==> src/rtl/ca_seek_sequencer.sv <==
// Seek sequencer: resets the C/A initializer to a requested PRN/shift,
// waits for seek completion, then hands the captured state to a channel.
module ca_seek_sequencer #(
  parameter int PRN_WIDTH      = 5,
  parameter int CS_WIDTH       = 14,
  parameter int MAX_CODE_SHIFT = 16367,
  parameter int ACC_WIDTH      = 25,
  parameter int HIST_WIDTH     = 2,
  parameter int CH_WIDTH       = 3,
  parameter int SETTLE_CYCLES  = 2,
  parameter int TIMEOUT_CYCLES = 16400
) (
  input  logic                  clk,
  input  logic                  reset_n,
  input  logic                  req_valid,
  output logic                  req_ready,
  input  logic [PRN_WIDTH-1:0]  req_prn,
  input  logic [CS_WIDTH-1:0]   req_target,
  input  logic [CH_WIDTH-1:0]   req_channel,
  input  logic                  abort,
  output logic                  init_reset,
  output logic [PRN_WIDTH-1:0]  init_prn,
  output logic [CS_WIDTH-1:0]   init_target,
  input  logic                  seek_complete,
  input  logic [ACC_WIDTH-1:0]  in_ca_clk_acc,
  input  logic                  in_ca_clk_hist,
  input  logic [HIST_WIDTH-1:0] in_prompt_hist,
  input  logic [HIST_WIDTH-1:0] in_late_hist,
  input  logic [9:0]            in_g1,
  input  logic [9:0]            in_g2,
  output logic                  load_valid,
  input  logic                  load_ready,
  output logic [CH_WIDTH-1:0]   load_channel,
  output logic [ACC_WIDTH-1:0]  load_ca_clk_acc,
  output logic                  load_ca_clk_hist,
  output logic [HIST_WIDTH-1:0] load_prompt_hist,
  output logic [HIST_WIDTH-1:0] load_late_hist,
  output logic [9:0]            load_g1,
  output logic [9:0]            load_g2,
  output logic                  busy,
  output logic                  done,
  output logic                  seek_error
);

  localparam int WD_W = 15;
  localparam logic [CS_WIDTH-1:0] MAX_CS =
    CS_WIDTH'(MAX_CODE_SHIFT);
  localparam logic [WD_W-1:0] SETTLE_LAST =
    WD_W'(SETTLE_CYCLES - 1);
  localparam logic [WD_W-1:0] WD_LIMIT =
    WD_W'(TIMEOUT_CYCLES);

  typedef enum logic [2:0] {
    S_IDLE, S_RST, S_SETTLE, S_SEEK, S_LOAD
  } state_t;

  state_t state_q, state_d;
  logic [WD_W-1:0] wd_q, wd_d;
  logic [CH_WIDTH-1:0] ch_q, ch_d;
  logic req_ready_q, req_ready_d;
  logic init_reset_q, init_reset_d;
  logic [PRN_WIDTH-1:0] prn_q, prn_d;
  logic [CS_WIDTH-1:0] tgt_q, tgt_d;
  logic load_valid_q, load_valid_d;
  logic [CH_WIDTH-1:0] lch_q, lch_d;
  logic [ACC_WIDTH-1:0] acc_q, acc_d;
  logic clkh_q, clkh_d;
  logic [HIST_WIDTH-1:0] ph_q, ph_d;
  logic [HIST_WIDTH-1:0] lh_q, lh_d;
  logic [9:0] g1_q, g1_d;
  logic [9:0] g2_q, g2_d;
  logic busy_q, busy_d;
  logic done_q, done_d;
  logic err_q, err_d;

  logic accept, bad_tgt, hshake, capture, timeout;

  assign accept  = (state_q == S_IDLE) && req_valid
                   && req_ready_q;
  assign bad_tgt = req_target > MAX_CS;
  assign hshake  = load_valid_q && load_ready;
  assign capture = (state_q == S_SEEK) && !abort
                   && seek_complete;
  assign timeout = wd_q == WD_LIMIT;

  always_ff @(posedge clk or negedge reset_n) begin
    if (!reset_n) begin
      state_q      <= S_IDLE;
      wd_q         <= '0;
      ch_q         <= '0;
      req_ready_q  <= 1'b1;
      init_reset_q <= 1'b1;
      prn_q        <= '0;
      tgt_q        <= '0;
      load_valid_q <= 1'b0;
      lch_q        <= '0;
      acc_q        <= '0;
      clkh_q       <= 1'b0;
      ph_q         <= '0;
      lh_q         <= '0;
      g1_q         <= '0;
      g2_q         <= '0;
      busy_q       <= 1'b0;
      done_q       <= 1'b0;
      err_q        <= 1'b0;
    end else begin
      state_q      <= state_d;
      wd_q         <= wd_d;
      ch_q         <= ch_d;
      req_ready_q  <= req_ready_d;
      init_reset_q <= init_reset_d;
      prn_q        <= prn_d;
      tgt_q        <= tgt_d;
      load_valid_q <= load_valid_d;
      lch_q        <= lch_d;
      acc_q        <= acc_d;
      clkh_q       <= clkh_d;
      ph_q         <= ph_d;
      lh_q         <= lh_d;
      g1_q         <= g1_d;
      g2_q         <= g2_d;
      busy_q       <= busy_d;
      done_q       <= done_d;
      err_q        <= err_d;
    end
  end

  // abort wins everywhere except over a load handshake
  always_comb begin
    state_d = state_q;
    unique case (state_q)
      S_IDLE:
        if (accept && !bad_tgt) state_d = S_RST;
      S_RST:
        state_d = abort ? S_IDLE : S_SETTLE;
      S_SETTLE:
        if (abort) state_d = S_IDLE;
        else if (wd_q == SETTLE_LAST) state_d = S_SEEK;
      S_SEEK:
        if (abort) state_d = S_IDLE;
        else if (seek_complete) state_d = S_LOAD;
        else if (timeout) state_d = S_IDLE;
      S_LOAD:
        if (hshake || abort) state_d = S_IDLE;
      default:
        state_d = S_IDLE;
    endcase
  end

  always_comb begin
    wd_d = wd_q;
    unique case (state_q)
      S_RST:    wd_d = '0;
      S_SETTLE: wd_d = wd_q + WD_W'(1);
      S_SEEK:   wd_d = wd_q + WD_W'(1);
      default:  wd_d = wd_q;
    endcase
    done_d = (state_q == S_LOAD) && hshake;
    err_d  = (accept && bad_tgt)
             || ((state_q == S_SEEK) && !abort
                 && !seek_complete && timeout);
    req_ready_d  = (state_d == S_IDLE) && !done_d && !err_d;
    init_reset_d = state_d == S_RST;
    load_valid_d = state_d == S_LOAD;
    busy_d       = state_d != S_IDLE;
    prn_d = prn_q;
    tgt_d = tgt_q;
    ch_d  = ch_q;
    if (accept && !bad_tgt) begin
      prn_d = req_prn;
      tgt_d = req_target;
      ch_d  = req_channel;
    end
    lch_d  = lch_q;
    acc_d  = acc_q;
    clkh_d = clkh_q;
    ph_d   = ph_q;
    lh_d   = lh_q;
    g1_d   = g1_q;
    g2_d   = g2_q;
    if (capture) begin
      lch_d  = ch_q;
      acc_d  = in_ca_clk_acc;
      clkh_d = in_ca_clk_hist;
      ph_d   = in_prompt_hist;
      lh_d   = in_late_hist;
      g1_d   = in_g1;
      g2_d   = in_g2;
    end
  end

  assign req_ready        = req_ready_q;
  assign init_reset       = init_reset_q;
  assign init_prn         = prn_q;
  assign init_target      = tgt_q;
  assign load_valid       = load_valid_q;
  assign load_channel     = lch_q;
  assign load_ca_clk_acc  = acc_q;
  assign load_ca_clk_hist = clkh_q;
  assign load_prompt_hist = ph_q;
  assign load_late_hist   = lh_q;
  assign load_g1          = g1_q;
  assign load_g2          = g2_q;
  assign busy             = busy_q;
  assign done             = done_q;
  assign seek_error       = err_q;

endmodule

==> config.mk <==
export PLATFORM = sky130hd
export DESIGN_NAME = ca_seek_sequencer
export DESIGN_NICKNAME = d
export VERILOG_FILES = /design/src/rtl/ca_seek_sequencer.sv
export SDC_FILE = /design/constraint.sdc
export NUM_CORES = 1
export LEC_CHECK = 0
export BUFFER_PORTS_ARGS = -buffer_cell sky130_fd_sc_hd__buf_4
export CORE_MARGIN = 2
export CORE_UTILIZATION = 49
export CTS_CLUSTER_DIAMETER = 150
export DETAILED_ROUTE_END_ITERATION = 12
export MAX_ROUTING_LAYER = met4
export PLACE_DENSITY = 0.8
export SLEW_MARGIN = 15
export SYNTH_ARGS = -nofsm -noshare
export SYNTH_HDL_FRONTEND = slang
export SYNTH_SLANG_ARGS = --single-unit
==> constraint.sdc <==
create_clock -name clk -period 2.2 [get_ports clk]
set_input_delay 0.44 -clock clk [delete_from_list [all_inputs] [get_ports clk]]
set_output_delay 0.44 -clock clk [all_outputs]
set_load 0.005 [all_outputs]
==> flow_summary_export.csv, run 1 <==
group,metric,value,unit
placed_design,place.port_buffers,155,
layout,multi_input_area,0.00155,mm2
route,routed_wl,9.13,mm
synth,synth_top_cell_area_share,58.5,%
timing,period_needed,1.85,ns
clock_tree,cts_sinks,99,
synth,netlist_top_cells_area,"dfrtp_1, mux2_1, nand2_1, o21ai_0, buf_4",
timing,whs,0.00514,ns
clock_tree,post_cts.repair.setup_buffers,0,
worst_setup_path,cp-start-kind,"register",
pwr,swShare,30.3,%
run,cap_violations,0,
global_routing,grt_pass1_vias,2901,
layout,ff_latch_area,0.00248,mm2
route,drcViolationCount,0,
global_routing,grt_pass1_wl,14.2,mm
timing,fin_skew,0.00767,ns
clock_tree,ctsRootBufferMaster,"clkbuf_8",
clock_tree,cts_hold_buf,0,
route,avgViaCountPerCell,5.31,
placed_design,dp_hpwl,6.82,mm
timing,setup_viol,0,
placed_design,place.gp.congestion,0.852,
status,outcome,"complete, no violations",
synth,synth-seq-area-share,59.8,%
clock_tree,cts_tree,"done",
placed_design,place_ws,0.360,ns
global_routing,grt_max_degree,55,
clock_tree,htree_levels,3,
worst_hold_path,hold_class,"input port to async pin",
layout,final_nets,539,
route,vias,3017,
synth,syn_nets,387,
worst_setup_path,cp-end-kind,"register",
synth,yosysTopAreaCell,"dfrtp_1",
layout,syn2layout_area_growth,34.9,%
worst_setup_path,cp_slowest_cell,"dfrtp_1",
timing,tns,0,ns
synth,ys_top_cells_by_count,"dfrtp_1, mux2_1, nand2_1, o21ai_0, nand3_1",
pwr,p_comb_share,34.6,%
clock_tree,cts_resized,0,
route,drt-initial-drc-count,155,
timing,rsz0062_at_grt,"false",
synth,synth.most_common_cell,"dfrtp_1",
synth,synth_cell_types,46,
synth,synth-main-ff-cell,"dfrtp_1",
pwr,seq_power_share,46.6,%
global_routing,gr-total-overflow,0,
timing,drv_slew,0,
pwr,switchingPower,1.77,mW
worst_setup_path,path_cells,"ha_1 -> nand3_1 -> nor3_1 -> mux2_2 -> a22o_1",
synth,synthArstFlopShare,100,%
pwr,p_leak,2.83,nW
worst_setup_path,worstPathRequired,2.45,ns
clock_tree,clkTransAtPathRegs,0.09,ns
floorplan,dieWidth,96.0,um
synth,syn_inst,306,
floorplan,die_h,96.0,um
clock_tree,insertion_delay,0.36,ns
worst_setup_path,crit_path_max_fanout,4,
worst_setup_path,r2r_cells,5,
worst_setup_path,cp.buffers_inverters,0,
synth,netlist_area,0.00415,mm2
worst_setup_path,criticalPathCategory,"register to register",
synth,synth_edf_count,0,
worst_setup_path,path_delay_family,"simple AND/OR/NAND/NOR gates",
layout,utilization,68.1,%
route,ant_nets,0,
floorplan,die-area,0.00922,mm2
timing,final.setup.worst_slack,0.351,ns
floorplan,start_util,50.5,%
layout,drive_gt1_share,41.5,%
timing,fmax,0.541,GHz
timing,period_share,84.0,%
worst_setup_path,critPathMaxStageDelay,0.41,ns
synth,ys_seq_elements,99,
timing,finalHoldViolations,0,
floorplan,coreArea,0.00822,mm2
layout,n_antenna_cell,0,
pwr,internal_power,4.07,mW
route,detail_route.wl_per_cell,16.1,um
synth,post_synth.cell_area_avg,13.6,um2
timing,tightestPinTransition,0.502,ns
floorplan,rows,33,
global_routing,antenna_found_initial,0,
global_routing,grtUsageTotal,21.1,%
synth,yosysWarningCount,0,
timing,slew_headroom,66.4,%
layout,fillers,613,
clock_tree,clockBufferDepth,2,
worst_setup_path,arrival,2.10,ns
route,drt_first_pass_iters,4,
worst_setup_path,cp_num_cells,5,
clock_tree,numCtsBuffers,9,
pwr,p_clk_share,18.8,%
floorplan,io_pins,156,
pwr,peakVddDrop,0.674,mV
pwr,p_total,5.83,mW
pwr,p_per_area,1040,mW/mm2
## power groups by stage
stage          Clock, mW  Combinational, mW  Sequential [mW]
6_report            1.10               2.02             2.72
2_1_floorplan          0              0.842             2.76
3_3_place_gp           0               2.00             2.72
5_1_grt             1.21               2.24             2.79
3_5_place_dp           0               2.05             2.76
4_1_cts             1.14               2.06             2.72
## flip-flops by register name (all words and copies together), names as in the netlist
register,count
load_ca_clk_acc,25
busy,1
req_ready,1
load_valid,1
init_target,14
ch_q,3
wd_q,15
load_g2,10
init_reset,1
load_channel,3
done,1
load_prompt_hist,2
init_prn,5
state_q,3
load_g1,10
load_late_hist,2
load_ca_clk_hist,1
seek_error,1
## stage by stage
step	instances	instance area (um2)
final	568	5600
after global routing	568	5600
after CTS	568	5600
after detailed placement	552	5410
after global placement	552	5410
after floorplan	306	4150
## cell usage in the layout, fill, tap and decap left out, drive strengths merged, types with 2 or more instances in the layout
cell type and instances:
a21o 2, a21oi 3, a22o 2, a31o 3, a31oi 5, and3 4
and4 4, buf 160, clkbuf 11, clkinv 3, dfrtp 97, dfstp 2
ha 3, inv 4, mux2 74, nand2 16, nand3 9, nand4 8
nor2 10, nor3 4, nor4 5, o211ai 3, o21ai 12, o22a 2
o22ai 2, or3 2, or4 3
## routing by layer
metal	track usage, %	share of wire (%)	routed length [um]	vias up
met5	-	0	0	-
li1	-	-	-	1426
met3	4.62	7.9	720	13
met1	26.4	43	3900	1453
met2	33.4	48	4340	125
met4	8.69	1.8	167	0
## worst register-to-register path, cell delays in order, from the launching register on
cell and delay [ns]:
dfrtp_1 0.41, ha_1 0.22, nand3_1 0.17, nor3_1 0.40, mux2_2 0.38, a22o_1 0.17
## final timing paths
| path | from | endpoint | slack, ns |
|---|---|---|---|
| worst max-delay path | wd_q[0]$_DFFE_PN0P_ | wd_q[10]$_DFFE_PN0P_ | 0.35 |
| worst min-delay path | reset_n | load_g2[9]$_DFFE_PN0P_ | 0.005 |
| worst max register to register | wd_q[0]$_DFFE_PN0P_ | wd_q[10]$_DFFE_PN0P_ | 0.35 |
| worst min register to register | init_target[11]$_DFFE_PN0P_ | init_target[11]$_DFFE_PN0P_ | 0.49 |
| max in group asynchronous | reset_n | load_g2[5]$_DFFE_PN0P_ | 1.50 |
| min in group clk | req_target[0] | init_target[0]$_DFFE_PN0P_ | 0.28 |
## layout make-up
class                           count  share of cell area [%]
Multi-Input combinational cell    186                    27.7
Clock buffer                       11                    2.53
Clock inverter                      5                   0.827
Tap cell                          105                    2.35
Timing Repair Buffer              160                    22.1
Inverter                            2                   0.134
Sequential cell                    99                    44.3
## kinds of logic (layout without fill, tap and decap cells)
logic type,count (synthesis),count (layout),synth area share [%]
mux,74,74,20.1
fa+ha+maj,3,3,0.905
flops,99,99,59.8
buf+inv,21,178,2.86
simple gates,72,72,10.5
compound gates,36,36,5.64
xor+xnor,1,1,0.211
No activity file was read; power rests on OpenSTA's default activity.
==> run 2: changes to the inputs <==
Settings changed: CORE_UTILIZATION 49 to 44, PLACE_DENSITY 0.8 to 0.76.
Clock period 2.2 ns to 1.69 ns, I/O delays scaled along.
==> run 2 against run 1 <==
Net effect: core utilization is 4.7 points lower; first-iteration DRC count down 52%; largest cell class unchanged; register-to-register slack got worse by 0.28 ns; maximum frequency increased by 14%; cell count is 4.9% higher; setup slack worse by 0.28 ns; die area grew 11%; sequential share of layout area decreased by 1.8 points; flip-flop and latch count unchanged; hold slack better by 0.17 ns; count of clock-buffer cells in the layout is 2 lower.
==> flow_summary_export.csv, run 2 (same netlist as run 1, synthesis figures left out) <==
group,metric,value,unit
floorplan,start_util,45.1,%
route,routed_wl,9.77,mm
worst_setup_path,arrival,1.88,ns
layout,layout_commonest_cell,"buf_4",
pwr,p_leak,2.96,nW
floorplan,die-area,0.0102,mm2
layout,largest_reg_flops,25,
clock_tree,post_cts.repair.setup_buffers,0,
worst_setup_path,crit_path_max_fanout,6,
floorplan,coreArea,0.00920,mm2
global_routing,gr-total-overflow,0,
placed_design,place_ws,0.00904,ns
worst_setup_path,cp-start-kind,"register",
timing,drv_slew,0,
clock_tree,clockBufferDepth,2,
clock_tree,cts_sinks,99,
route,avgViaCountPerCell,5.27,
timing,period_needed,1.62,ns
worst_setup_path,worstPathRequired,1.95,ns
route,drcViolationCount,0,
timing,fmax,0.617,GHz
timing,slew_headroom,70.1,%
floorplan,io_pins,156,
timing,finalHoldViolations,0,
layout,drive_gt1_share,44.9,%
floorplan,die_h,101,um
timing,rsz0062_at_grt,"true",
clock_tree,cts_tree,"done",
worst_hold_path,hp-start,"req_target[2]",
layout,utilization,63.4,%
timing,setup_viol,0,
clock_tree,htree_levels,3,
placed_design,place_inst,578,
worst_setup_path,r2r_cells,4,
timing,final.setup.worst_slack,0.0693,ns
worst_setup_path,rrSetupSlack,0.07,ns
route,detail_route.wl_per_cell,16.4,um
layout,fillers,719,
clock_tree,insertion_delay,0.37,ns
worst_hold_path,hold_class,"input port to register",
worst_setup_path,criticalPathCategory,"register to register",
global_routing,grt_pass1_wl,15.4,mm
placed_design,place_area,0.00559,mm2
route,ant_nets,0,
timing,tightestPinTransition,0.448,ns
status,outcome,"complete, no violations",
global_routing,grt_pass1_vias,3101,
clock_tree,clkTransAtPathRegs,0.11,ns
clock_tree,ctsRootBufferMaster,"clkbuf_8",
layout,syn2layout_area_growth,40.5,%
timing,tns,0,ns
layout,stdcell_count,596,
timing,whs,0.176,ns
layout,final_cell_mix,"buf_4, dfrtp_1, mux2_1",
placed_design,place.port_buffers,155,
worst_hold_path,hold_path_depth,2,
layout,n_antenna_cell,0,
worst_setup_path,worstReg2RegEnd,"busy$_DFF_PN0_",
pwr,p_total,7.81,mW
pwr,p_per_area,1340,mW/mm2
placed_design,place.gp.congestion,0.841,
floorplan,dieWidth,101,um
timing,fin_skew,0.0161,ns
clock_tree,numCtsBuffers,9,
route,vias,3139,
layout,finalInstanceArea,0.00583,mm2
placed_design,dp_hpwl,7.43,mm
pwr,peakVddDrop,0.743,mV
global_routing,antenna_found_initial,0,
worst_hold_path,holdPathEnd,"init_target[2]$_DFFE_PN0P_",
route,drt_first_pass_iters,4,
floorplan,rows,35,
route,drt-initial-drc-count,75,
timing,period_share,95.9,%
layout,final_nets,561,
global_routing,grt_max_degree,39,
worst_setup_path,cp-end-kind,"register",
worst_setup_path,r2r_start,"wd_q[8]$_DFFE_PN0P_",
global_routing,grtUsageTotal,19.9,%
run,cap_violations,0,
## run 2: worst max-delay path by stage
stage / start / end / slack [ns] / cells after the start
2_1_floorplan: state_q[2]$_DFF_PN0_ / init_target[0]$_DFFE_PN0P_ / 0.04 / 5
3_5_place_dp: abort / load_g1[8]$_DFFE_PN0P_ / 0.009 / 5
6_report: wd_q[8]$_DFFE_PN0P_ / busy$_DFF_PN0_ / 0.07 / 4
4_1_cts: wd_q[11]$_DFFE_PN0P_ / busy$_DFF_PN0_ / 0.006 / 4
3_3_place_gp: wd_q[8]$_DFFE_PN0P_ / busy$_DFF_PN0_ / 0.08 / 4
5_1_grt: wd_q[8]$_DFFE_PN0P_ / busy$_DFF_PN0_ / -0.04 / 4
## run 2: metal layers
layer | track usage, % | part of all wire, % | routed length (um) | vias to the layer above
li1 | - | - | - | 1467
met1 | 23.3 | 42 | 4060 | 1541
met2 | 34.2 | 50 | 4930 | 117
met3 | 5.20 | 6.5 | 640 | 14
met4 | 5.09 | 1.4 | 140 | 0
met5 | - | 0 | 0 | -
## run 2: area by class of cell
cell class	count	area, um2	share of cell area [%]
Clock buffer	9	124	2.13
Clock inverter	7	56.3	0.966
Inverter	2	7.51	0.129
Multi-Input combinational cell	186	1570	27.0
Sequential cell	99	2480	42.6
Tap cell	111	139	2.38
Timing Repair Buffer	182	1450	24.9
## run 2: where the power goes
group	internal (mW)	switching (mW)
Combinational	1.72	1.14
Sequential	3.13	0.389
Clock	0.560	0.870
Total	5.41	2.40
## run 2: worst max-delay path: stages, from the launching register on
cell,delay (ns)
dfrtp_1,0.46
nor4_2,0.38
and4_1,0.28
o21ai_1,0.09
or3_1,0.31
## run 2: timing repair
item / in CTS / in global routing
hold endpoints to repair: 28 / 0
resized for setup: 0 / 5
hold buffers: 1 / 0
endpoints found under the setup margin: 0 / 29
==> run 3: changes to the inputs <==
Settings changed: MAX_ROUTING_LAYER met4 to not set.
==> run 3 against run 2 <==
Net effect: design area is the same; die area is the same; clock power is essentially flat; register-to-register slack is essentially flat; via count grew 0.32%; routed wire length grew 0.31%; core utilization is the same; critical path depth is the same; non-clock buffer count is the same; first-iteration DRC count shrank 4.0%.
==> flow_summary_export.csv, run 3 (same netlist as run 1, synthesis figures left out) <==
group,metric,value,unit
timing,period_share,96.0,%
layout,ff_latch_area,0.00248,mm2
floorplan,start_util,45.1,%
timing,final.setup.worst_slack,0.0684,ns
clock_tree,htree_levels,3,
pwr,peakVddDrop,0.743,mV
pwr,internal_power,5.41,mW
layout,layout_commonest_cell,"buf_4",
pwr,p_per_area,1340,mW/mm2
floorplan,die-area,0.0102,mm2
floorplan,die_h,101,um
timing,slew_headroom,70.1,%
timing,period_needed,1.62,ns
floorplan,rows,35,
timing,rsz0062_at_grt,"true",
route,ant_nets,0,
timing,finalHoldViolations,0,
placed_design,place_inst,578,
route,detail_route.wl_per_cell,16.4,um
global_routing,antenna_found_initial,0,
route,drt_first_pass_iters,4,
global_routing,grtUsageTotal,19.3,%
layout,largest_reg_flops,25,
timing,fmax,0.617,GHz
placed_design,place_area,0.00559,mm2
placed_design,dp_hpwl,7.43,mm
layout,drive_gt1_share,44.9,%
worst_setup_path,cp-end-kind,"register",
clock_tree,cts_sinks,99,
timing,drv_slew,0,
global_routing,grt_max_degree,39,
clock_tree,ctsRootBufferMaster,"clkbuf_8",
timing,fin_skew,0.0160,ns
worst_setup_path,crit_path_max_fanout,6,
clock_tree,clkTransAtPathRegs,0.11,ns
pwr,seq_power_share,45.1,%
pwr,p_total,7.81,mW
global_routing,grt_pass1_vias,3102,
worst_setup_path,criticalPathCategory,"register to register",
layout,finalInstanceArea,0.00583,mm2
route,avgViaCountPerCell,5.28,
worst_setup_path,cp-start-kind,"register",
placed_design,place_ws,0.00904,ns
global_routing,gr-total-overflow,0,
floorplan,io_pins,156,
layout,syn2layout_area_growth,40.5,%
layout,final_cell_mix,"buf_4, dfrtp_1, mux2_1",
layout,multi_input_area,0.00157,mm2
status,outcome,"complete, no violations",
timing,tightestPinTransition,0.448,ns
layout,final_nets,561,
global_routing,grt_pass1_wl,15.3,mm
pwr,switchingPower,2.40,mW
clock_tree,clockBufferDepth,2,
placed_design,place.port_buffers,155,
route,drcViolationCount,0,
layout,fillers,719,
timing,setup_viol,0,
pwr,swShare,30.7,%
route,drt-initial-drc-count,72,
layout,n_antenna_cell,0,
clock_tree,post_cts.repair.setup_buffers,0,
floorplan,dieWidth,101,um
clock_tree,insertion_delay,0.37,ns
worst_hold_path,hold_class,"input port to register",
floorplan,coreArea,0.00920,mm2
run,cap_violations,0,
layout,stdcell_count,596,
worst_setup_path,worstPathRequired,1.95,ns
pwr,p_comb_share,36.7,%
worst_setup_path,arrival,1.88,ns
clock_tree,numCtsBuffers,9,
pwr,p_clk_share,18.3,%
placed_design,place.gp.congestion,0.828,
route,routed_wl,9.80,mm
pwr,p_leak,2.96,nW
route,vias,3149,
clock_tree,cts_tree,"done",
## run 3: cell counts in the layout (fill, tap and decap cells not counted)
No cell type changed its count.
## run 3: critical path, stage by stage (launching register included)
cell,delay (ns)
dfrtp_1,0.46
nor4_2,0.38
and4_1,0.28
o21ai_1,0.09
or3_1,0.31
## run 3: path summary, 6_finish.rpt
path                       slack, ns              startpoint  cells past startpoint                    endpoint
max in group asynchronous       0.67                 reset_n                      3      load_g2[4]$_DFFE_PN0P_
setup / recovery                0.07     wd_q[8]$_DFFE_PN0P_                      4              busy$_DFF_PN0_
hold / removal                  0.18           req_target[2]                      2  init_target[2]$_DFFE_PN0P_
hold reg to reg                 0.49  load_g2[7]$_DFFE_PN0P_                      1      load_g2[7]$_DFFE_PN0P_
min in group asynchronous       0.44                 reset_n                      2     init_prn[3]$_DFFE_PN0P_
setup reg to reg                0.07     wd_q[8]$_DFFE_PN0P_                      4              busy$_DFF_PN0_
## run 3: routing by layer
| metal | vias to the layer above | part of all wire [%] | global-route usage [%] |
|---|---|---|---|
| met5 | - | 0 | 0 |
| met4 | 0 | 1.5 | 5.09 |
| met3 | 13 | 6.9 | 5.41 |
| met1 | 1544 | 41 | 23.0 |
| met2 | 126 | 51 | 34.2 |
| li1 | 1466 | - | - |
## run 3: repair_timing
item / in CTS / in global routing
hold endpoints to repair: 28 / 0
setup endpoints to repair: 0 / 29
resized for setup: 0 / 5
hold buffers: 1 / 0
## run 3: layout make-up
type,instances,area share [%]
Clock buffer,9,2.13
Clock inverter,7,0.966
Inverter,2,0.129
Multi-Input combinational cell,186,27.0
Sequential cell,99,42.6
Tap cell,111,2.38
Timing Repair Buffer,182,24.9
## run 3: through the flow
stage / setup TNS [ns] / hold slack, ns / util, %
2_1_floorplan: 0 / 0.0424 / -
3_3_place_gp: 0 / 0.309 / 60.8
3_5_place_dp: 0 / 0.318 / 60.8
4_1_cts: 0 / 0.168 / 62.9
5_1_grt: -0.0391 / 0.153 / 63.4
6_report: 0 / 0.176 / 63.4
## run 3: power groups by stage
stage | sequential [mW] | combinational, mW | clock (mW)
after CTS | 3.52 | 2.85 | 1.46
final | 3.52 | 2.86 | 1.43
after global placement | 3.53 | 2.76 | 0
after floorplan | 3.59 | 1.10 | 0
after detailed placement | 3.57 | 2.85 | 0
after global routing | 3.61 | 3.14 | 1.57
